[config.mk]
export PLATFORM = sky130hd
export DESIGN_NAME = ex_mem_stage_reg
export DESIGN_NICKNAME = d
export VERILOG_FILES = /design/src/rtl/ex_mem_pkg.sv /design/src/rtl/ex_mem_stage_reg_sat_counter.sv /design/src/rtl/ex_mem_stage_reg.sv
export SDC_FILE = /design/constraint.sdc
export NUM_CORES = 1
export LEC_CHECK = 0
export BUFFER_PORTS_ARGS = -buffer_cell sky130_fd_sc_hd__buf_2
export CORE_ASPECT_RATIO = 0.6
export CORE_MARGIN = 1.5
export CORE_UTILIZATION = 24
export CTS_CLUSTER_SIZE = 20
export DETAILED_ROUTE_END_ITERATION = 8
export HOLD_SLACK_MARGIN = 0.1
export MAX_ROUTING_LAYER = met4
export PLACE_DENSITY_LB_ADDON = 0.1
export REMOVE_ABC_BUFFERS = 1
export SLEW_MARGIN = 20
export SYNTH_ARGS = -nofsm -noshare
export SYNTH_HDL_FRONTEND = slang
export SYNTH_SLANG_ARGS = --single-unit
[constraint.sdc]
create_clock -name clk_i -period 2.1 [get_ports clk_i]
set_clock_uncertainty 0.2 [all_clocks]
set_input_delay 0 -clock clk_i [delete_from_list [all_inputs] [get_ports clk_i]]
set_output_delay 0 -clock clk_i [all_outputs]
set_load 0.01 [all_outputs]
[src/rtl/ex_mem_pkg.sv]
// Shared constants for the EX/MEM stage register: m_i bit indices and default widths.
package ex_mem_pkg;

    localparam int unsigned MEM_WR_BIT = 0;
    localparam int unsigned MEM_RD_BIT = 1;

    localparam int unsigned DATA_W_DEF = 32;
    localparam int unsigned RD_W_DEF   = 5;
    localparam int unsigned WB_W_DEF   = 2;

endpackage

[src/rtl/ex_mem_stage_reg_sat_counter.sv]
// Saturating up-counter with asynchronous active-low clear; sticks at all-ones.
module sat_counter #(
    parameter int unsigned W = 16
) (
    input  logic         clk_i,
    input  logic         rst_n_i,
    input  logic         inc_i,
    output logic [W-1:0] cnt_o
);

    always_ff @(posedge clk_i or negedge rst_n_i) begin
        if (!rst_n_i) begin
            cnt_o <= '0;
        end else if (inc_i && (cnt_o != '1)) begin
            cnt_o <= cnt_o + 1'b1;
        end
    end

endmodule

[src/rtl/ex_mem_stage_reg.sv]
// EX/MEM pipeline register with valid bit, stall/flush and multi-cycle memory back-pressure.
// Optional performance counters (hold/bubble) are built when EX_MEM_PERF_EN is defined.
module ex_mem_stage_reg
    import ex_mem_pkg::*;
#(
    parameter int unsigned DATA_W = DATA_W_DEF,
    parameter int unsigned RD_W   = RD_W_DEF,
    parameter int unsigned WB_W   = WB_W_DEF,
    parameter int unsigned CNT_W  = 16
) (
    input  logic              clk_i,
    input  logic              rst_n_i,
    input  logic              valid_i,
    input  logic [WB_W-1:0]   wb_i,
    input  logic [1:0]        m_i,
    input  logic [DATA_W-1:0] alu_i,
    input  logic [DATA_W-1:0] fw2_i,
    input  logic [RD_W-1:0]   rd_i,
    input  logic              stall_i,
    input  logic              flush_i,
    input  logic              mem_ready_i,
    output logic              valid_o,
    output logic [WB_W-1:0]   wb_o,
    output logic              memwrite_o,
    output logic              memread_o,
    output logic [DATA_W-1:0] alu_o,
    output logic [DATA_W-1:0] fw2_o,
    output logic [RD_W-1:0]   rd_o,
    output logic              busy_o
`ifdef EX_MEM_PERF_EN
    ,
    output logic [CNT_W-1:0]  hold_cnt_o,
    output logic [CNT_W-1:0]  bubble_cnt_o
`endif
);

    if (CNT_W < 1) begin : g_bad_cnt_w
        $error("CNT_W must be at least 1");
    end

    logic mem_op;
    logic en;
    logic load_bubble;

    // busy_o depends only on registered state and mem_ready_i, never on EX inputs
    assign mem_op      = valid_o & (memread_o | memwrite_o);
    assign busy_o      = mem_op & ~mem_ready_i;
    assign en          = ~stall_i & ~busy_o;
    assign load_bubble = flush_i | ~valid_i;

    always_ff @(posedge clk_i or negedge rst_n_i) begin
        if (!rst_n_i) begin
            valid_o    <= 1'b0;
            wb_o       <= '0;
            memwrite_o <= 1'b0;
            memread_o  <= 1'b0;
            alu_o      <= '0;
            fw2_o      <= '0;
            rd_o       <= '0;
        end else if (en) begin
            if (load_bubble) begin
                valid_o    <= 1'b0;
                wb_o       <= '0;
                memwrite_o <= 1'b0;
                memread_o  <= 1'b0;
                alu_o      <= '0;
                fw2_o      <= '0;
                rd_o       <= '0;
            end else begin
                valid_o    <= 1'b1;
                wb_o       <= wb_i;
                memwrite_o <= m_i[MEM_WR_BIT];
                memread_o  <= m_i[MEM_RD_BIT];
                alu_o      <= alu_i;
                fw2_o      <= fw2_i;
                rd_o       <= rd_i;
            end
        end
    end

`ifdef EX_MEM_PERF_EN
    logic hold_inc;
    logic bubble_inc;

    assign hold_inc   = ~en & valid_o;
    assign bubble_inc = en & load_bubble;

    sat_counter #(.W(CNT_W)) u_hold_cnt (
        .clk_i   (clk_i),
        .rst_n_i (rst_n_i),
        .inc_i   (hold_inc),
        .cnt_o   (hold_cnt_o)
    );

    sat_counter #(.W(CNT_W)) u_bubble_cnt (
        .clk_i   (clk_i),
        .rst_n_i (rst_n_i),
        .inc_i   (bubble_inc),
        .cnt_o   (bubble_cnt_o)
    );
`endif

endmodule

==> out/metrics.json, run 1 <==
{
  "run_status": {
    "run_status": "aborted with a tool error",
    "terminating_stage_of_the_flow": "clock tree synthesis (4_1_cts)",
    "first_error_message": "[ERROR RSZ-0060] Max buffer count reached."
  },
  "floorplanning": {
    "ioPinCount": 154,
    "fp-row-count": 33,
    "chipWidth_um": 156,
    "floorplan.initialDensity_pct": 24.7,
    "chip_height_um": 95.0
  },
  "placement": {
    "preCtsSetupSlack_ps": 388,
    "globalplace.congestion": 0.690,
    "place_hpwl_mm": 6.01,
    "port_buffers": 153,
    "post_dp_cell_area_mm2": 0.00429,
    "dp.cells": 652
  },
  "clock_network": {
    "ctsHoldBuffers": 135,
    "cts-root-to-sink-buffers": 2,
    "cts_repair_resize_count": 0,
    "cts_max_level": 3,
    "tritoncts_num_sinks": 74,
    "clk_root_buffer_cell": "sky130_fd_sc_hd__clkbuf_16",
    "cts_setup_buffers": 0,
    "cts_buffers": 9
  },
  "logic_synthesis": {
    "ys_types": 15,
    "number_of_instances_in_the_synthesized_netlist": 317,
    "netlist_area_mm2": 0.00338,
    "ys_seq_area_share_pct": 54.8,
    "post-synth-top-area-cell": "sky130_fd_sc_hd__dfrtp_1",
    "average_footprint_of_a_synthesized_cell_um2": 10.7,
    "yosys_warnings": 0,
    "synth.top_cell.area_share_pct": 54.8,
    "post_synth_main_area_contributors": "sky130_fd_sc_hd__dfrtp_1, sky130_fd_sc_hd__mux2i_1, sky130_fd_sc_hd__nand2_1",
    "ys_ff_latch": 74
  }
}
==> per-stage QoR <==
stage	util, %	TNS [ps]
detailed placement	31.3	0
global placement	31.3	0
floorplan	-	-65140
==> synth_stat cells <==
cell and instances:
sky130_fd_sc_hd__or2_4 1, sky130_fd_sc_hd__and2b_2 1, sky130_fd_sc_hd__dfrtp_1 74, sky130_fd_sc_hd__a21oi_1 1, sky130_fd_sc_hd__o31ai_1 2, sky130_fd_sc_hd__nand2_1 74, sky130_fd_sc_hd__o21ai_0 3, sky130_fd_sc_hd__clkbuf_1 7
sky130_fd_sc_hd__buf_4 1, sky130_fd_sc_hd__a21oi_4 1, sky130_fd_sc_hd__mux2i_1 71, sky130_fd_sc_hd__inv_1 71, sky130_fd_sc_hd__nor2b_1 1, sky130_fd_sc_hd__buf_12 8, sky130_fd_sc_hd__and2_1 1
==> logic make-up after synthesis <==
group,after synthesis,synth area share [%]
muxes,71,21.0
DFF,74,54.8
and+or+nand+nor,78,9.10
AOI/OAI and AO/OA,7,1.52
buffers and inverters,87,13.6
==> inputs of run 2 (changes only) <==
Settings changed: CORE_ASPECT_RATIO 0.6 to default, CORE_UTILIZATION 24 to 20, CTS_CLUSTER_SIZE 20 to default, HOLD_SLACK_MARGIN 0.1 to default, MAX_ROUTING_LAYER met4 to default, PLACE_DENSITY_LB_ADDON 0.1 to 0.15.
==> run 2 against run 1 <==
Effect of this change:
- the run now ends clean
- synthesized cell count did not move
- area after synthesis did not move
==> out/metrics.json, run 2 <==
{
  "run_status": {
    "run_status": "complete, no violations"
  },
  "logic_synthesis": {
    "ys_seq_area_share": {"value": 54.8, "unit": "%", "change": "unchanged"},
    "average_footprint_of_a_synthesized_cell": {"value": 10.7, "unit": "um^2", "change": "unchanged"},
    "synth_compound_area_share": {"value": 1.52, "unit": "%", "change": "unchanged"},
    "ys_ff_latch": {"value": 74, "change": "unchanged"},
    "postSynth.asyncResetShare": {"value": 100, "unit": "%", "change": "unchanged"},
    "synth.top_cell.area_share": {"value": 54.8, "unit": "%", "change": "unchanged"},
    "yosys_warnings": {"value": 0, "change": "unchanged"},
    "post_synth_main_area_contributors": "sky130_fd_sc_hd__dfrtp_1, sky130_fd_sc_hd__mux2i_1, sky130_fd_sc_hd__nand2_1",
    "netlist_area": {"value": 0.00338, "unit": "mm^2", "change": "unchanged"},
    "count_of_flip_flops_with_a_built_in_enable_after_synthesis": {"value": 0, "change": "unchanged"},
    "ys_types": {"value": 15, "change": "unchanged"},
    "post_synth_and_or_nand_nor_area_fraction": {"value": 9.10, "unit": "%", "change": "unchanged"},
    "number_of_instances_in_the_synthesized_netlist": {"value": 317, "change": "unchanged"},
    "synthXorXnorAreaFrac": {"value": 0, "unit": "%", "change": "unchanged"},
    "post-synth-top-area-cell": "sky130_fd_sc_hd__dfrtp_1",
    "synth.area.mux_share": {"value": 21.0, "unit": "%", "change": "unchanged"},
    "post_synth_fa_ha_maj_area_fraction": {"value": 0, "unit": "%", "change": "unchanged"},
    "synth_top_cells_by_count": "sky130_fd_sc_hd__dfrtp_1, sky130_fd_sc_hd__nand2_1, sky130_fd_sc_hd__inv_1, sky130_fd_sc_hd__mux2i_1, sky130_fd_sc_hd__buf_12",
    "combinational_family_with_the_most_area_after_synthesis": "multiplexers",
    "synth-main-ff-cell": "sky130_fd_sc_hd__dfrtp_1"
  },
  "floorplanning": {
    "ioPinCount": {"value": 154, "change": "unchanged"},
    "floorplan.initialDensity": {"value": 20.5, "unit": "%", "change": "-4.2 points"},
    "fp-row-count": {"value": 47, "change": "+42%"},
    "design.die.area_mm2": 0.0177,
    "chip_height": {"value": 133, "unit": "um", "change": "+40%"},
    "core-area_mm2": 0.0165,
    "chipWidth": {"value": 133, "unit": "um", "change": "-15%"}
  },
  "timing": {
    "timing.max_slew.rel_slack_pct": 72.6,
    "setup_slack_ps": 168,
    "rsz_0062_raised_after_global_routing": "no",
    "finalCriticalPeriod_ps": 1930,
    "tightest_slew_ps": 411,
    "min_period_over_period_pct": 92.0,
    "hold_viol": 0,
    "final_max_slew_viol_count": 0,
    "setup_viol": 0,
    "final.setup.tns_ps": 0,
    "fmax_mhz": 518
  },
  "pwr": {
    "pwr_density_cell_mw_per_mm2": 698,
    "total_power_mw": 3.79,
    "power_leakage_nw": 2.88,
    "vdd.ir_drop.worst_v": 0.000314,
    "power.share.combinational_pct": 16.4,
    "part_of_the_power_in_registers_pct": 41.6,
    "reported_net_switching_power_mw": 0.958,
    "switching_share_pct": 25.3,
    "internal_power_mw": 2.83,
    "p_clk_share_pct": 42.0
  },
  "detailed_routing": {
    "detail_route.wirelength.met1_mm": 4.03,
    "ant_nets": 0,
    "met2RoutedLength_mm": 3.87,
    "detailedRoute.firstIterationViolations": 54,
    "vias": 2862,
    "highest-signal-layer": "met4",
    "route.detailed.wl_per_inst_um": 11.1,
    "met3_length_um": 532,
    "detailed_routing_iteration_count_for_the_pre_antenna_repair_pass": 4,
    "via_per_inst": 3.69,
    "drcViolationCount": 0,
    "wl_mm": 8.62
  },
  "worst_setup_path": {
    "cp.required_ps": 2170,
    "crit_chain": "or2_4, and2_1, o31ai_1, dlygate4sd3_1",
    "cpPeakStageDelay_ps": 590,
    "crit_arrival_ps": 2000,
    "critPathLaunchType": "register",
    "critical_path_peak_fanout": 3,
    "setup.reg_to_reg.worst_slack_ps": 170,
    "worstRegToRegCells": 4,
    "reg2reg_from": "memwrite_o",
    "timing.critical_path.slowest_stage_cell": "sky130_fd_sc_hd__dlygate4sd3_1",
    "timing.setup.critical_path_class": "reg2reg",
    "setup_crit_end_kind": "register",
    "reg2reg_to": "memread_o"
  },
  "hold_path": {
    "whs_endpoint": "alu_o[29]",
    "hold_wc_path_type": "in2reg",
    "min_delay_path_depth": 5,
    "min_from": "flush_i"
  },
  "final_layout": {
    "final_cells": 775,
    "layout.cells.most_common": "sky130_fd_sc_hd__buf_2",
    "layout_common_cells": "sky130_fd_sc_hd__buf_2, sky130_fd_sc_hd__dlygate4sd3_1, sky130_fd_sc_hd__nand2_1, sky130_fd_sc_hd__dfrtp_1",
    "synthToLayoutAreaGrowth_pct": 60.6,
    "drive_above_1_share_pct": 32.3,
    "postLayoutCoreUtil_pct": 32.9,
    "final_net_count": 629,
    "fillCellCount": 1722,
    "largest_registers_ranked_by_flip_flop_count": "alu_o x32, fw2_o x32, rd_o x5",
    "antenna-diode-count": 0
  },
  "clock_network": {
    "clock_pin_transition_on_the_worst_setup_and_hold_timing_paths_ps": 60,
    "cts_repair_resize_count": {"value": 0, "change": "unchanged"},
    "clk_root_buffer_cell": "sky130_fd_sc_hd__clkbuf_16",
    "cts-root-to-sink-buffers": {"value": 2, "change": "unchanged"},
    "cts_max_level": {"value": 3, "change": "unchanged"},
    "cts_buffers": {"value": 9, "change": "unchanged"},
    "tritoncts_num_sinks": {"value": 74, "change": "unchanged"},
    "cts_tree": "yes",
    "worst_skew_pair.late_latency_ps": 330
  },
  "run": {
    "max-cap-violations": 0
  },
  "global_routing": {
    "grt_remaining_overflow": 0,
    "grt_max_degree": 43,
    "grt_antenna_before_repair": 0,
    "first_global_vias": 2905,
    "aggregate_global_route_resource_usage_pct": 10.2,
    "wire_length_of_the_first_global_routing_pass_mm": 14.2
  },
  "placement": {
    "place_hpwl": {"value": 5.69, "unit": "mm", "change": "-5.4%"},
    "dp.cells": {"value": 679, "change": "+4.1%"},
    "port_buffers": {"value": 153, "change": "unchanged"},
    "globalplace.congestion": {"value": 0.654, "change": "-5.2%"},
    "preCtsSetupSlack": {"value": 357, "unit": "ps", "change": "-31.1 ps"}
  }
}
run 2: cell type report:
| cell class | instances | area [um^2] | share of cell area, % |
|---|---|---|---|
| Timing Repair Buffer | 238 | 1650 | 30.5 |
| Multi-Input combinational cell | 156 | 1080 | 19.8 |
| Sequential cell | 74 | 1850 | 34.1 |
| Clock buffer | 11 | 253 | 4.65 |
| Inverter | 71 | 267 | 4.91 |
| Clock inverter | 5 | 52.6 | 0.968 |
| Tap cell | 220 | 275 | 5.07 |
run 2: critical path: cells and delay by family (launching register included):
family / cells / cell delay, ps
buffers and inverters: 1 / 590
flip-flops: 1 / 390
AND/OR/NAND/NOR: 2 / 470
AO/OA/AOI/OAI: 1 / 220
run 2: worst max path at each step:
| stage | start | to | slack [ps] | depth (start not counted) |
|---|---|---|---|---|
| 3_3_place_gp | memwrite_o | rd_o[2] | 430 | 4 |
| 6_report | memwrite_o | memread_o | 170 | 4 |
| 5_1_grt | memwrite_o | memread_o | 100 | 4 |
| 4_1_cts | memwrite_o | memread_o | 210 | 4 |
| 3_5_place_dp | memwrite_o | alu_o[15] | 360 | 4 |
| 2_1_floorplan | flush_i | memread_o | -950 | 3 |
run 2: power groups by stage:
stage	logic (mW)	registers (mW)	clock network, mW
2_1_floorplan	0.205	1.65	0
3_3_place_gp	0.512	1.60	0
3_5_place_dp	0.514	1.60	0
4_1_cts	0.634	1.58	1.65
5_1_grt	0.689	1.59	1.72
6_report	0.621	1.58	1.59
run 2: cells by family (layout without fill, tap and decap cells):
group,count (synthesis),in the layout
compound gates,7,7
buf+inv,87,325
simple gates,78,78
mux,71,71
flops,74,74
run 2: routing by layer:
| metal | GRT usage (%) | up-vias |
|---|---|---|
| met3 | 2.84 | 11 |
| met4 | 5.31 | 0 |
| met5 | 0 | - |
| li1 | - | 1429 |
| met2 | 16.1 | 90 |
| met1 | 12.8 | 1332 |
run 2: repair_timing:
| item | 4_1_cts | 5_1_grt |
|---|---|---|
| endpoints found under the hold margin | 148 | 0 |
| buffers inserted | 0 | 0 |
| hold buffers | 80 | 0 |
run 2: through the flow:
step / cell area [um^2] / hold slack [ps]
after global placement: 4310 / -193
after global routing: 5430 / 88.8
after CTS: 5430 / 43.3
final: 5430 / 60.0
after floorplan: 3190 / -496
after detailed placement: 4310 / -193
(Power assumes the default switching activity.)
==> inputs of run 3 (changes only) <==
Settings changed: BUFFER_PORTS_ARGS -buffer_cell sky130_fd_sc_hd__buf_2 to default, CORE_UTILIZATION 20 to 40, DONT_BUFFER_PORTS from default to 1, MAX_ROUTING_LAYER from default to met4.
==> run 3 against run 2 <==
Effect of this change:
- the run now fails in clock tree synthesis (4_1_cts)
- area after synthesis unchanged
- synthesized cell count unchanged
==> out/metrics.json, run 3 <==
{
  "placement": {
    "globalplace.congestion": {"value": 0.710, "change": "+8.5%"},
    "port_buffers": {"value": 0, "change": "-100%"},
    "dp.cells": {"value": 409, "change": "-40%"},
    "place_hpwl": {"value": 4.09, "unit": "mm", "change": "-28%"}
  },
  "logic_synthesis": {
    "postSynth.asyncResetShare": {"value": 100, "unit": "%", "change": "unchanged"},
    "synth-main-ff-cell": "sky130_fd_sc_hd__dfrtp_1",
    "post_synth_main_area_contributors": "sky130_fd_sc_hd__dfrtp_1, sky130_fd_sc_hd__mux2i_1, sky130_fd_sc_hd__nand2_1",
    "ys_ff_latch": {"value": 74, "change": "unchanged"},
    "yosys_warnings": {"value": 0, "change": "unchanged"},
    "ys_types": {"value": 15, "change": "unchanged"},
    "netlist_area": {"value": 0.00338, "unit": "mm^2", "change": "unchanged"},
    "synth.top_cell.area_share": {"value": 54.8, "unit": "%", "change": "unchanged"},
    "count_of_flip_flops_with_a_built_in_enable_after_synthesis": {"value": 0, "change": "unchanged"},
    "post-synth-top-area-cell": "sky130_fd_sc_hd__dfrtp_1",
    "average_footprint_of_a_synthesized_cell": {"value": 10.7, "unit": "um^2", "change": "unchanged"},
    "synth_top_cells_by_count": "sky130_fd_sc_hd__dfrtp_1, sky130_fd_sc_hd__nand2_1, sky130_fd_sc_hd__inv_1, sky130_fd_sc_hd__mux2i_1, sky130_fd_sc_hd__buf_12",
    "number_of_instances_in_the_synthesized_netlist": {"value": 317, "change": "unchanged"},
    "ys_seq_area_share": {"value": 54.8, "unit": "%", "change": "unchanged"}
  },
  "floorplanning": {
    "fp-row-count": {"value": 33, "change": "-30%"},
    "ioPinCount": {"value": 154, "change": "unchanged"},
    "chip_height": {"value": 95.0, "unit": "um", "change": "-29%"},
    "chipWidth": {"value": 95.0, "unit": "um", "change": "-29%"},
    "floorplan.initialDensity": {"value": 41.2, "unit": "%", "change": "+21 points"}
  },
  "clock_network": {
    "cts-root-to-sink-buffers": {"value": 2, "change": "unchanged"},
    "tritoncts_num_sinks": {"value": 74, "change": "unchanged"},
    "cts_repair_resize_count": {"value": 0, "change": "unchanged"},
    "clk_root_buffer_cell": "sky130_fd_sc_hd__clkbuf_8",
    "cts_buffers": {"value": 9, "change": "unchanged"},
    "cts_setup_buffers": {"value": 0, "change": "unchanged"},
    "ctsHoldBuffers": {"value": 101, "change": "+26%"},
    "cts_max_level": {"value": 3, "change": "unchanged"}
  },
  "run_status": {
    "first_error_message": "[ERROR RSZ-0060] Max buffer count reached.",
    "run_status": "aborted with a tool error",
    "terminating_stage_of_the_flow": "clock tree synthesis (4_1_cts)"
  }
}
-- run 3: stage by stage --
| step | setup WS [ps] | hold WS, ps | TNS (ps) | util (%) | area [um^2] |
|---|---|---|---|---|---|
| floorplan | -950 | -496 | -65140 | - | 3190 |
| global placement | 403 | -494 | 0 | 41.2 | 3390 |
| detailed placement | 340 | -494 | 0 | 41.2 | 3390 |
-- run 3: cell families after synthesis --
logic type	synth area share, %
buffers and inverters	13.6
AND/OR/NAND/NOR	9.10
flip-flops	54.8
multiplexers	21.0
AO/OA/AOI/OAI	1.52
